`config.mk`:
```
export PLATFORM = sky130hd
export DESIGN_NAME = pc_sequencer
export DESIGN_NICKNAME = d
export VERILOG_FILES = /design/src/rtl/pc_sequencer.sv
export SDC_FILE = /design/constraint.sdc
export NUM_CORES = 1
export LEC_CHECK = 0
export ABC_CLOCK_PERIOD_IN_PS = 2800
export CORE_ASPECT_RATIO = 1.25
export CORE_MARGIN = 2
export CORE_UTILIZATION = 35
export DETAILED_ROUTE_END_ITERATION = 8
export PLACE_DENSITY = 0.66
export SLEW_MARGIN = 20
export SYNTH_ARGS = -nofsm -noshare
export SYNTH_HDL_FRONTEND = slang
export SYNTH_SLANG_ARGS = --single-unit
```
`constraint.sdc`:
```
create_clock -name clk -period 2.8 [get_ports clk]
set_input_delay 0.56 -clock clk [delete_from_list [all_inputs] [get_ports clk]]
set_output_delay 0.56 -clock clk [all_outputs]
set_load 0.02 [all_outputs]
```
`src/rtl/pc_sequencer.sv`:
```
// Fetch/execute sequencer for the KGP-RISC program counter: owns the PC, issues
// instruction fetches with a req/ack handshake and resolves the next PC each instruction.
module pc_sequencer #(
  parameter int                 ADDR_W      = 32,
  parameter logic [ADDR_W-1:0]  RESET_VEC   = '0,
  parameter int                 INSTR_BYTES = 4,
  parameter int                 MAX_WAIT    = 15
) (
  input  logic              clk,
  input  logic              rst,
  input  logic              start,
  input  logic              halt_req,
  output logic              imem_req,
  output logic [ADDR_W-1:0] imem_addr,
  input  logic              imem_ack,
  output logic              ir_load,
  output logic              ex_valid,
  input  logic [2:0]        br_kind,
  input  logic [ADDR_W-1:0] br_target,
  input  logic              flag_z,
  input  logic              flag_c,
  input  logic              flag_s,
  output logic              taken,
  output logic              link_we,
  output logic [ADDR_W-1:0] link_data,
  output logic [ADDR_W-1:0] pc_out,
  output logic [ADDR_W-1:0] pc_prev,
  output logic              halted,
  output logic              fault,
  output logic [31:0]       instr_count
);

  localparam int                WCNT_W    = $clog2(MAX_WAIT + 1);
  localparam logic [ADDR_W-1:0] PC_STEP   = ADDR_W'(INSTR_BYTES);
  localparam logic [WCNT_W-1:0] WAIT_LAST = WCNT_W'(MAX_WAIT - 1);

  typedef enum logic [2:0] {
    S_IDLE, S_FETCH, S_WAIT, S_EXEC, S_HALT, S_FAULT
  } state_t;

  state_t              state, state_nx;
  logic [WCNT_W-1:0]   wait_cnt;
  logic                halt_pending;
  logic                br_taken;
  logic                misalign;
  logic [ADDR_W-1:0]   pc_seq;
  logic [ADDR_W-1:0]   pc_next;

  function automatic logic branch_taken(input logic [2:0] kind, input logic z,
                                        input logic c, input logic s);
    case (kind)
      3'd1, 3'd2, 3'd3: branch_taken = 1'b1;
      3'd4:             branch_taken = z;
      3'd5:             branch_taken = !z;
      3'd6:             branch_taken = c;
      3'd7:             branch_taken = s;
      default:          branch_taken = 1'b0;
    endcase
  endfunction

  assign br_taken  = branch_taken(br_kind, flag_z, flag_c, flag_s);
  assign misalign  = (br_target[1:0] != 2'b00);
  assign pc_seq    = pc_out + PC_STEP;
  assign pc_next   = br_taken ? br_target : pc_seq;
  assign imem_addr = pc_out;
  assign link_data = pc_seq;

  always_comb begin
    state_nx = state;
    imem_req = 1'b0;
    ir_load  = 1'b0;
    ex_valid = 1'b0;
    taken    = 1'b0;
    link_we  = 1'b0;
    halted   = 1'b0;
    fault    = 1'b0;
    case (state)
      S_IDLE: begin
        if (start) state_nx = S_FETCH;
      end
      S_FETCH: begin
        imem_req = 1'b1;
        state_nx = S_WAIT;
      end
      S_WAIT: begin
        imem_req = 1'b1;
        if (imem_ack) begin
          ir_load  = 1'b1;
          state_nx = S_EXEC;
        end else if (wait_cnt == WAIT_LAST) begin
          state_nx = S_FAULT;
        end
      end
      S_EXEC: begin
        ex_valid = 1'b1;
        taken    = br_taken;
        link_we  = (br_kind == 3'd3);
        if (br_taken && misalign)          state_nx = S_FAULT;
        else if (halt_pending || halt_req) state_nx = S_HALT;
        else                               state_nx = S_FETCH;
      end
      S_HALT: begin
        halted = 1'b1;
        if (start) state_nx = S_FETCH;
      end
      S_FAULT: begin
        fault = 1'b1;
      end
      default: state_nx = S_IDLE;
    endcase
  end

  // A misaligned taken target faults without moving the PC.
  always_ff @(posedge clk or negedge rst) begin
    if (!rst) begin
      state        <= S_IDLE;
      pc_out       <= RESET_VEC;
      pc_prev      <= RESET_VEC;
      instr_count  <= '0;
      halt_pending <= 1'b0;
      wait_cnt     <= '0;
    end else begin
      state <= state_nx;
      case (state)
        S_FETCH: begin
          wait_cnt <= '0;
          if (halt_req) halt_pending <= 1'b1;
        end
        S_WAIT: begin
          if (halt_req) halt_pending <= 1'b1;
          if (!imem_ack) wait_cnt <= wait_cnt + 1'b1;
        end
        S_EXEC: begin
          pc_prev <= pc_out;
          if (!(br_taken && misalign)) pc_out <= pc_next;
          if (instr_count != 32'hFFFF_FFFF) instr_count <= instr_count + 32'd1;
          if (state_nx == S_HALT) halt_pending <= 1'b0;
        end
        default: ;
      endcase
    end
  end

endmodule

```
==> Word level (Yosys, flattened, before mapping) <==
Index checks and enable logic that the tools add are counted.
{ "word_totals": {"inputBits": 43, "regBits": 104, "wordCells": 63, "out_inout_bits": 167} }
{ "classes": {"n_reduce_logical": 14, "muxes": 21, "bitwise_logic": 1, "n_eq_ne": 18, "addsub": 3} }
{ "op_table": {"columns": ["operator", "count"], "rows": [
  ["$add A32 B1 Y32 const B", 1],
  ["$add A32 B3 Y32 const B", 1],
  ["$mux W32", 1],
  ["$ne A32 B32 Y1 const B", 1],
  ["$eq A3 B3 Y1 const B", 7],
  ["$mux W3", 5],
  ["$pmux W3 S5", 1],
  ["$eq A3 B2 Y1 const B", 4],
  ["$mux W1", 10],
  ["$pmux W4 S2", 1],
  ["$eq A3 B1 Y1 const B", 2],
  ["$reduce_and A2 Y1", 3],
  ["$reduce_bool A2 Y1", 3],
  ["$pmux W1 S5", 1],
  ["$add A4 B1 Y4 const B", 1],
  ["$eq A4 B4 Y1 const B", 1],
  ["$mux W4", 1],
  ["$ne A2 B2 Y1 const B", 2],
  ["$reduce_or A2 Y1", 2],
  ["$logic_not A3 Y1", 1],
  ["$reduce_and A3 Y1", 1],
  ["$reduce_or A3 Y1", 1],
  ["$ne A2 B1 Y1 const B", 1],
  ["$pmux W1 S2", 1],
  ["4 further kinds", 4]
]} }

==> Logic depth before layout (Yosys ltp) <==
Gate-level depths: netlist (run 1).
{ "depth": {"word_depth": 9, "mapped_depth": 8} }

==> Worst setup path before layout (run 1) <==
Ideal clock, no wire load.
{ "synth_timing": {"path_type": "reg-to-output", "start": "register pc_out[13], in the netlist imem_addr[13]", "end": "output port link_data[25]", "stages_incl_launch_ff": 6, "t_required_ns": 2.240, "slack_ns": 0.226, "t_arrival_ns": 2.014, "path_buffers": 1, "path_cell_list": "dfrtp_1 > buf_2 > and4_1 > nand4_1 > or4_4 > xnor2_1"} }
{ "synth_via": {"elab_chain_len": 1} }
{ "synth_lines": {"columns": ["item", "line", "source"], "rows": [
  ["start: declaration", "26", "output logic [ADDR_W-1:0] pc_out,"],
  ["start signal: assignment", "135", "if (!(br_taken && misalign)) pc_out <= pc_next;"],
  ["$add A32 B3 Y32", "63", "assign pc_seq = pc_out + PC_STEP;"],
  ["end: declaration", "25", "output logic [ADDR_W-1:0] link_data,"]
]} }
Every way passes these cells.

==> Worst setup path in the final report (run 1) <==
{ "layout_timing": {"start": "register pc_out[2], in the netlist imem_addr[2]", "end": "output port link_data[9]"} }
The elaborated chain is that of the path after synthesis.

==> flow_metrics.env, run 1 <==
export IMPL_drt_wl_total_um=18100
export IMPL_wl_per_cell_um=16.9
export IMPL_finalSetupTns_ns=0
export IMPL_max_cap_violations=0
export IMPL_hold_viol=0
export IMPL_via_count=5422
export IMPL_drcViolationCount=0
export IMPL_synthToLayoutAreaGrowth_pct=46.2
export IMPL_synth_top_area_cell="dfrtp_1"
export IMPL_critPathArrivalTime_ns=2.14
export IMPL_place_hpwl_um=13400
export IMPL_final_common_cell="clkdlybuf4s50_1"
export IMPL_clk_path_buf_depth=2
export IMPL_grt_pass1_vias=5363
export IMPL_met1_usage=0.265
export IMPL_cpMostUsedCell="buf_4"
export IMPL_ys_seq_elements=104
export IMPL_yosysUniqueCellTypes=58
export IMPL_drt_vias_per_instance=5.07
export IMPL_regArea_mm2=0.00260
export IMPL_place_ws_ns=-0.128
export IMPL_fin_ws_ns=0.104
export IMPL_netlist_top_cells_area="dfrtp_1, nand2_1, xnor2_1"
export IMPL_critical_path_required_ns=2.24
export IMPL_final_core_util=0.524
export IMPL_leakagePower_nw=3.72
export IMPL_grt_max_degree=72
export IMPL_clock_fmax_mhz=371
export IMPL_ant_nets=0
export IMPL_startpoint_type="flip-flop"
export IMPL_fin_area_mm2=0.00852
export IMPL_synth_edf_count=0
export IMPL_grt_pass1_wl_um=29000
export IMPL_yosys_area_top_type_share=0.447
export IMPL_drive_above_1_share=0.112
export IMPL_syn_nets=684
export IMPL_path_cells="buf_4 -> and4_1 -> nand2_1 -> buf_4 -> xnor2_1 -> clkdlybuf4s50_1"
export IMPL_cts_tree="yes"
export IMPL_ys_async_sr_fraction=1.00
export IMPL_layout_common_cells="clkdlybuf4s50_1, nand2_1, dfrtp_1"
export IMPL_syn_area_mm2=0.00583
export IMPL_final_setup_viol_count=0
export IMPL_antenna_cells=0
export IMPL_path_max_fanout=8
export IMPL_drt_iter0_drc=269
export IMPL_slowest_delay_ns=0.63
export IMPL_grtUsageMet2=0.348
export IMPL_dp_cells=1053
export IMPL_finalCriticalPeriod_ns=2.70
export IMPL_path_class="flip-flop to output pin"
export IMPL_place_congestion=0.864
export IMPL_initial_utilization=0.358
export IMPL_hp_class="input pin to asynchronous set/reset pin"
export IMPL_clk_pin_slew_worst_paths_ns=0.07
export IMPL_first_pass_iters=5
export IMPL_syn_inst=637
export IMPL_die_w_um=119
export IMPL_grt_ovfl_total=0
export IMPL_yosysWarnings=0
export IMPL_io_buffers=209
export IMPL_grt_total_usage=0.209
export IMPL_die_y_um=148
export IMPL_final_cells=1070
export IMPL_cp_end_kind="output pin"
export IMPL_ys_seq_area_frac=0.447
export IMPL_cts_sinks=104
export IMPL_grt_busiest_layer="met2"
export IMPL_die_area_mm2=0.0177
export IMPL_maxSlewHeadroom=0.566
export IMPL_io_pins=210
export IMPL_critical_path_slowest_cell="clkdlybuf4s50_1"
export IMPL_path_buf_inv=3
export IMPL_cts_root_buffer="clkbuf_16"
export IMPL_skew_ns=0.00574
export IMPL_gr_usage_met3=0.0529
export IMPL_fillers=1547
export IMPL_placed_cell_area_mm2=0.00825
export IMPL_antenna_found_initial=0
export IMPL_multiInputGateArea_mm2=0.00279
export IMPL_status="complete, no violations"
export IMPL_fin_crit_sh=0.963
export IMPL_maxSlewViolCount=0
export IMPL_num_rows=52
export IMPL_worstMarginPinSlew_ns=0.645
export IMPL_ys_flop_type="dfrtp_1"
export IMPL_insertion_delay_ns=0.35
export IMPL_htree_levels=3
export IMPL_critical_path_top_delay_family="buffers and inverters"
export IMPL_syn_area_per_cell_um2=9.15
export IMPL_rsz0062_at_grt="yes"
export IMPL_nets=896
export IMPL_cts_made_buffers=9
export IMPL_powerDensity_mw_per_mm2=990
export IMPL_core_region_area_mm2=0.0163
export IMPL_ir_drop_v=0.000592
-- power by group --
part / internal (mW) / total [mW] / switching, mW / leakage, nW
Clock: 0.603 / 1.17 / 0.570 / 0.126
Sequential: 1.97 / 2.33 / 0.362 / 1.32
Combinational: 2.20 / 4.93 / 2.73 / 2.27
Total: 4.78 / 8.44 / 3.66 / 3.72
-- routing by layer --
metal  up-vias  routed length [µm]
met5         -                   0
met4         0                 293
met3        20                1210
met2       182                8890
met1      2600                7730
li1       2620                   -
-- cell usage after synthesis, drive strengths merged (9+ instances only) --
cell	number
nand4	15
o32ai	9
nor3	19
nand2	108
and4	13
mux2i	13
o21ai	42
xor2	16
and3	12
a2bb2oi	12
inv	19
a21oi	16
dfrtp	104
nor2	33
xnor2	42
clkbuf	17
nand3	32
buf	49
-- final cells by class --
type / instances / share of cell area
clock buffers: 11 / 0.0273
flip-flops and latches: 104 / 0.305
clock inverters: 5 / 0.00396
multi-input cells: 447 / 0.328
inverters: 20 / 0.00881
repair buffers: 267 / 0.295
well taps: 216 / 0.0317
-- cell families (layout without fill, tap and decap cells) --
logic type      Yosys count  count (layout)  synth area share
xor+xnor                 58              58            0.0872
simple gates            258             258             0.218
buf+inv                  86             303            0.0827
mux                      15              15            0.0262
fa+ha+maj                 4               4           0.00859
compound gates          112             112             0.131
flops                   104             104             0.447
-- state kept, by name, indices dropped and copies added, names as in the netlist --
register      count
imem_addr        32
instr_count      32
pc_prev          32
wait_cnt          4
state             3
halt_pending      1
-- path summary, 6_finish.rpt --
check,startpoint,to,slack (ns),depth (start not counted)
setup / recovery,imem_addr[2],link_data[9],0.10,6
hold / removal,rst,instr_count[3],0.16,1
setup reg to reg,state[2],imem_addr[14],0.47,8
hold reg to reg,pc_prev[18],pc_prev[18],0.47,2
max in group asynchronous,rst,imem_addr[19],1.90,2
min in group clk,pc_prev[18],pc_prev[18],0.47,2
-- per-stage QoR --
step,power [mW],hold slack [ns]
floorplan,5.08,0.264
detailed placement,7.41,0.461
global placement,7.37,0.456
finish,8.44,0.161
CTS,8.54,0.169
global route,8.97,0.180
-- repair_timing --
action,CTS,global route
gates resized for setup,26,16
pin swaps,0,0
buffers inserted,0,1
endpoints found under the setup margin,21,14
hold buffers,0,0
-- worst reg2reg max path: cells and delay by family (launching register included) --
family | cells | cell delay, ns
flops | 1 | 0.48
compound gates | 3 | 0.49
buf+inv | 4 | 0.97
simple gates | 1 | 0.32
(Power assumes the default switching activity.)
==> inputs of run 2 (changes only) <==
--- a/config.mk
+++ b/config.mk
@@ -7,8 +7,8 @@
 export LEC_CHECK = 0
 export ABC_CLOCK_PERIOD_IN_PS = 2800
 export CORE_ASPECT_RATIO = 1.25
-export CORE_MARGIN = 2
 export CORE_UTILIZATION = 35
+export CTS_CLUSTER_SIZE = 8
 export DETAILED_ROUTE_END_ITERATION = 8
 export PLACE_DENSITY = 0.66
 export SLEW_MARGIN = 20
==> run 2 against run 1 <==
  * Via count is 0.74% higher
  * Sequential share of layout area is 0.18 points lower
  * Total power rose by 1.2%
  * Die area down 3.0%
  * Global-route usage is 0.34 points higher
  * Clock power grew 10%
  * Critical path depth decreased by 1
  * Wire length decreased by 1.4%
  * Final cell count hardly changed
  * Clock-buffer cell count is 2 lower
  * Worst setup slack worse by 0.029 ns
  * Critical path type unchanged
  * Largest power group unchanged
==> flow_metrics.env, run 2 (synthesis results as in run 1) <==
export IMPL_hold_viol=0
export IMPL_ir_drop_v=0.000580
export IMPL_critical_path_slowest_cell="or4_4"
export IMPL_drcViolationCount=0
export IMPL_cts_root_buffer="clkbuf_16"
export IMPL_skew_ns=0.00675
export IMPL_grt_ovfl_total=0
export IMPL_regArea_mm2=0.00260
export IMPL_final_core_util=0.527
export IMPL_cts_sinks=104
export IMPL_critPathArrivalTime_ns=2.17
export IMPL_max_cap_violations=0
export IMPL_hold_buffers=0
export IMPL_grt_max_degree=53
export IMPL_place_hpwl_um=13000
export IMPL_nets=895
export IMPL_path_class="flip-flop to output pin"
export IMPL_synthToLayoutAreaGrowth_pct=47.1
export IMPL_worstMarginPinSlew_ns=0.629
export IMPL_die_w_um=117
export IMPL_via_count=5462
export IMPL_io_pins=210
export IMPL_fillers=1556
export IMPL_place_congestion=0.866
export IMPL_path_cells="and4_1 -> nand4_1 -> or4_4 -> xnor2_1 -> clkdlybuf4s15_1"
export IMPL_finalCriticalPeriod_ns=2.73
export IMPL_finalSetupTns_ns=0
export IMPL_switching_power_mw=3.67
export IMPL_insertion_delay_ns=0.35
export IMPL_grt_pass1_wl_um=28700
export IMPL_post_cts_buffers=0
export IMPL_cts_tree="yes"
export IMPL_p_sw_frac=0.430
export IMPL_clockPowerShare=0.151
export IMPL_ant_nets=0
export IMPL_die_area_mm2=0.0172
export IMPL_status="complete, no violations"
export IMPL_drt_iter0_drc=320
export IMPL_pwr_share_seq=0.274
export IMPL_drive_above_1_share=0.118
export IMPL_maxSlewViolCount=0
export IMPL_hold_ws_ns=0.0451
export IMPL_p_int_mw=4.87
export IMPL_core_region_area_mm2=0.0163
export IMPL_io_buffers=209
export IMPL_multiInputGateArea_mm2=0.00280
export IMPL_combinationalPowerShare=0.575
export IMPL_cp_end_kind="output pin"
export IMPL_critical_path_required_ns=2.24
export IMPL_p_total_mw=8.54
export IMPL_drt_vias_per_instance=5.11
export IMPL_hp_class="input pin to asynchronous set/reset pin"
export IMPL_powerDensity_mw_per_mm2=997
export IMPL_clk_pin_slew_worst_paths_ns=0.07
export IMPL_leakagePower_nw=3.72
export IMPL_cts_made_buffers=9
export IMPL_r2r_start="state[2]"
export IMPL_wl_per_cell_um=16.7
export IMPL_fin_crit_sh=0.973
export IMPL_layout_common_cells="clkdlybuf4s50_1, nand2_1, dfrtp_1"
export IMPL_drt_wl_total_um=17900
export IMPL_maxSlewHeadroom=0.577
export IMPL_path_buf_inv=1
export IMPL_antenna_found_initial=0
export IMPL_startpoint_type="flip-flop"
export IMPL_path_max_fanout=4
export IMPL_grt_total_usage=0.212
export IMPL_clk_path_buf_depth=2
export IMPL_clock_fmax_mhz=367
export IMPL_critical_path_top_delay_family="simple AND/OR/NAND/NOR gates"
export IMPL_die_y_um=146
export IMPL_slowest_delay_ns=0.59
export IMPL_startpoint="imem_addr[13]"
export IMPL_htree_levels=3
export IMPL_grt_pass1_vias=5261
export IMPL_final_setup_viol_count=0
export IMPL_initial_utilization=0.358
export IMPL_first_pass_iters=4
export IMPL_rsz0062_at_grt="yes"
export IMPL_num_rows=52
export IMPL_final_common_cell="clkdlybuf4s50_1"
export IMPL_antenna_cells=0
run 2: cell types whose count changed in the layout (fill, tap and decap cells not counted), sizes merged:
cell	change
dlymetal6s2s	-2
clkdlybuf4s15	+3
bufinv	+1
buf	-1
clkinv	+1
clkbuf	-3
run 2: final timing paths:
path | to | slack (ns) | cells after the start
setup / recovery | link_data[25] | 0.07 | 5
hold / removal | instr_count[5] | 0.05 | 1
setup reg to reg | imem_addr[14] | 0.52 | 8
hold reg to reg | pc_prev[3] | 0.48 | 2
max in group asynchronous | imem_addr[26] | 1.98 | 2
min in group clk | pc_prev[3] | 0.48 | 2
run 2: final cells by class:
cell class / count / share of cell area
Clock buffer: 9 / 0.0263
Clock inverter: 7 / 0.00847
Inverter: 20 / 0.00876
Multi-Input combinational cell: 447 / 0.327
Sequential cell: 104 / 0.304
Tap cell: 216 / 0.0315
Timing Repair Buffer: 266 / 0.294
run 2: routing by layer:
layer | track usage | vias up | wire (µm)
li1 | - | 2623 | -
met1 | 0.276 | 2625 | 7740
met2 | 0.352 | 192 | 8750
met3 | 0.0461 | 22 | 1080
met4 | 0.0630 | 0 | 300
met5 | 0 | - | 0
run 2: worst reg2reg max path: cells and delay by family, from the launching register on:
kind,cells,cell delay (ns)
AND/OR/NAND/NOR,1,0.31
AO/OA/AOI/OAI,3,0.47
buffers and inverters,4,0.93
flip-flops,1,0.48
run 2: power groups by stage:
stage	clock (mW)	sequential, mW	combinational [mW]
after detailed placement	0	2.36	5.03
after floorplan	0	2.94	2.14
after CTS	1.33	2.34	4.96
after global routing	1.38	2.41	5.25
after global placement	0	2.35	5.01
final	1.29	2.34	4.91
run 2: per-stage QoR:
stage	cells	worst slack, ns	cell area, µm²
floorplan	637	0.226	5830
global placement	1053	-0.168	8260
detailed placement	1053	-0.144	8260
CTS	1069	-0.0277	8560
global route	1069	-0.0440	8570
finish	1069	0.0745	8570
run 2: what timing repair did:
item	4_1_cts	5_1_grt
cloned	0	0
setup endpoints to repair	22	16
gates resized for setup	31	18
pin swaps	0	0
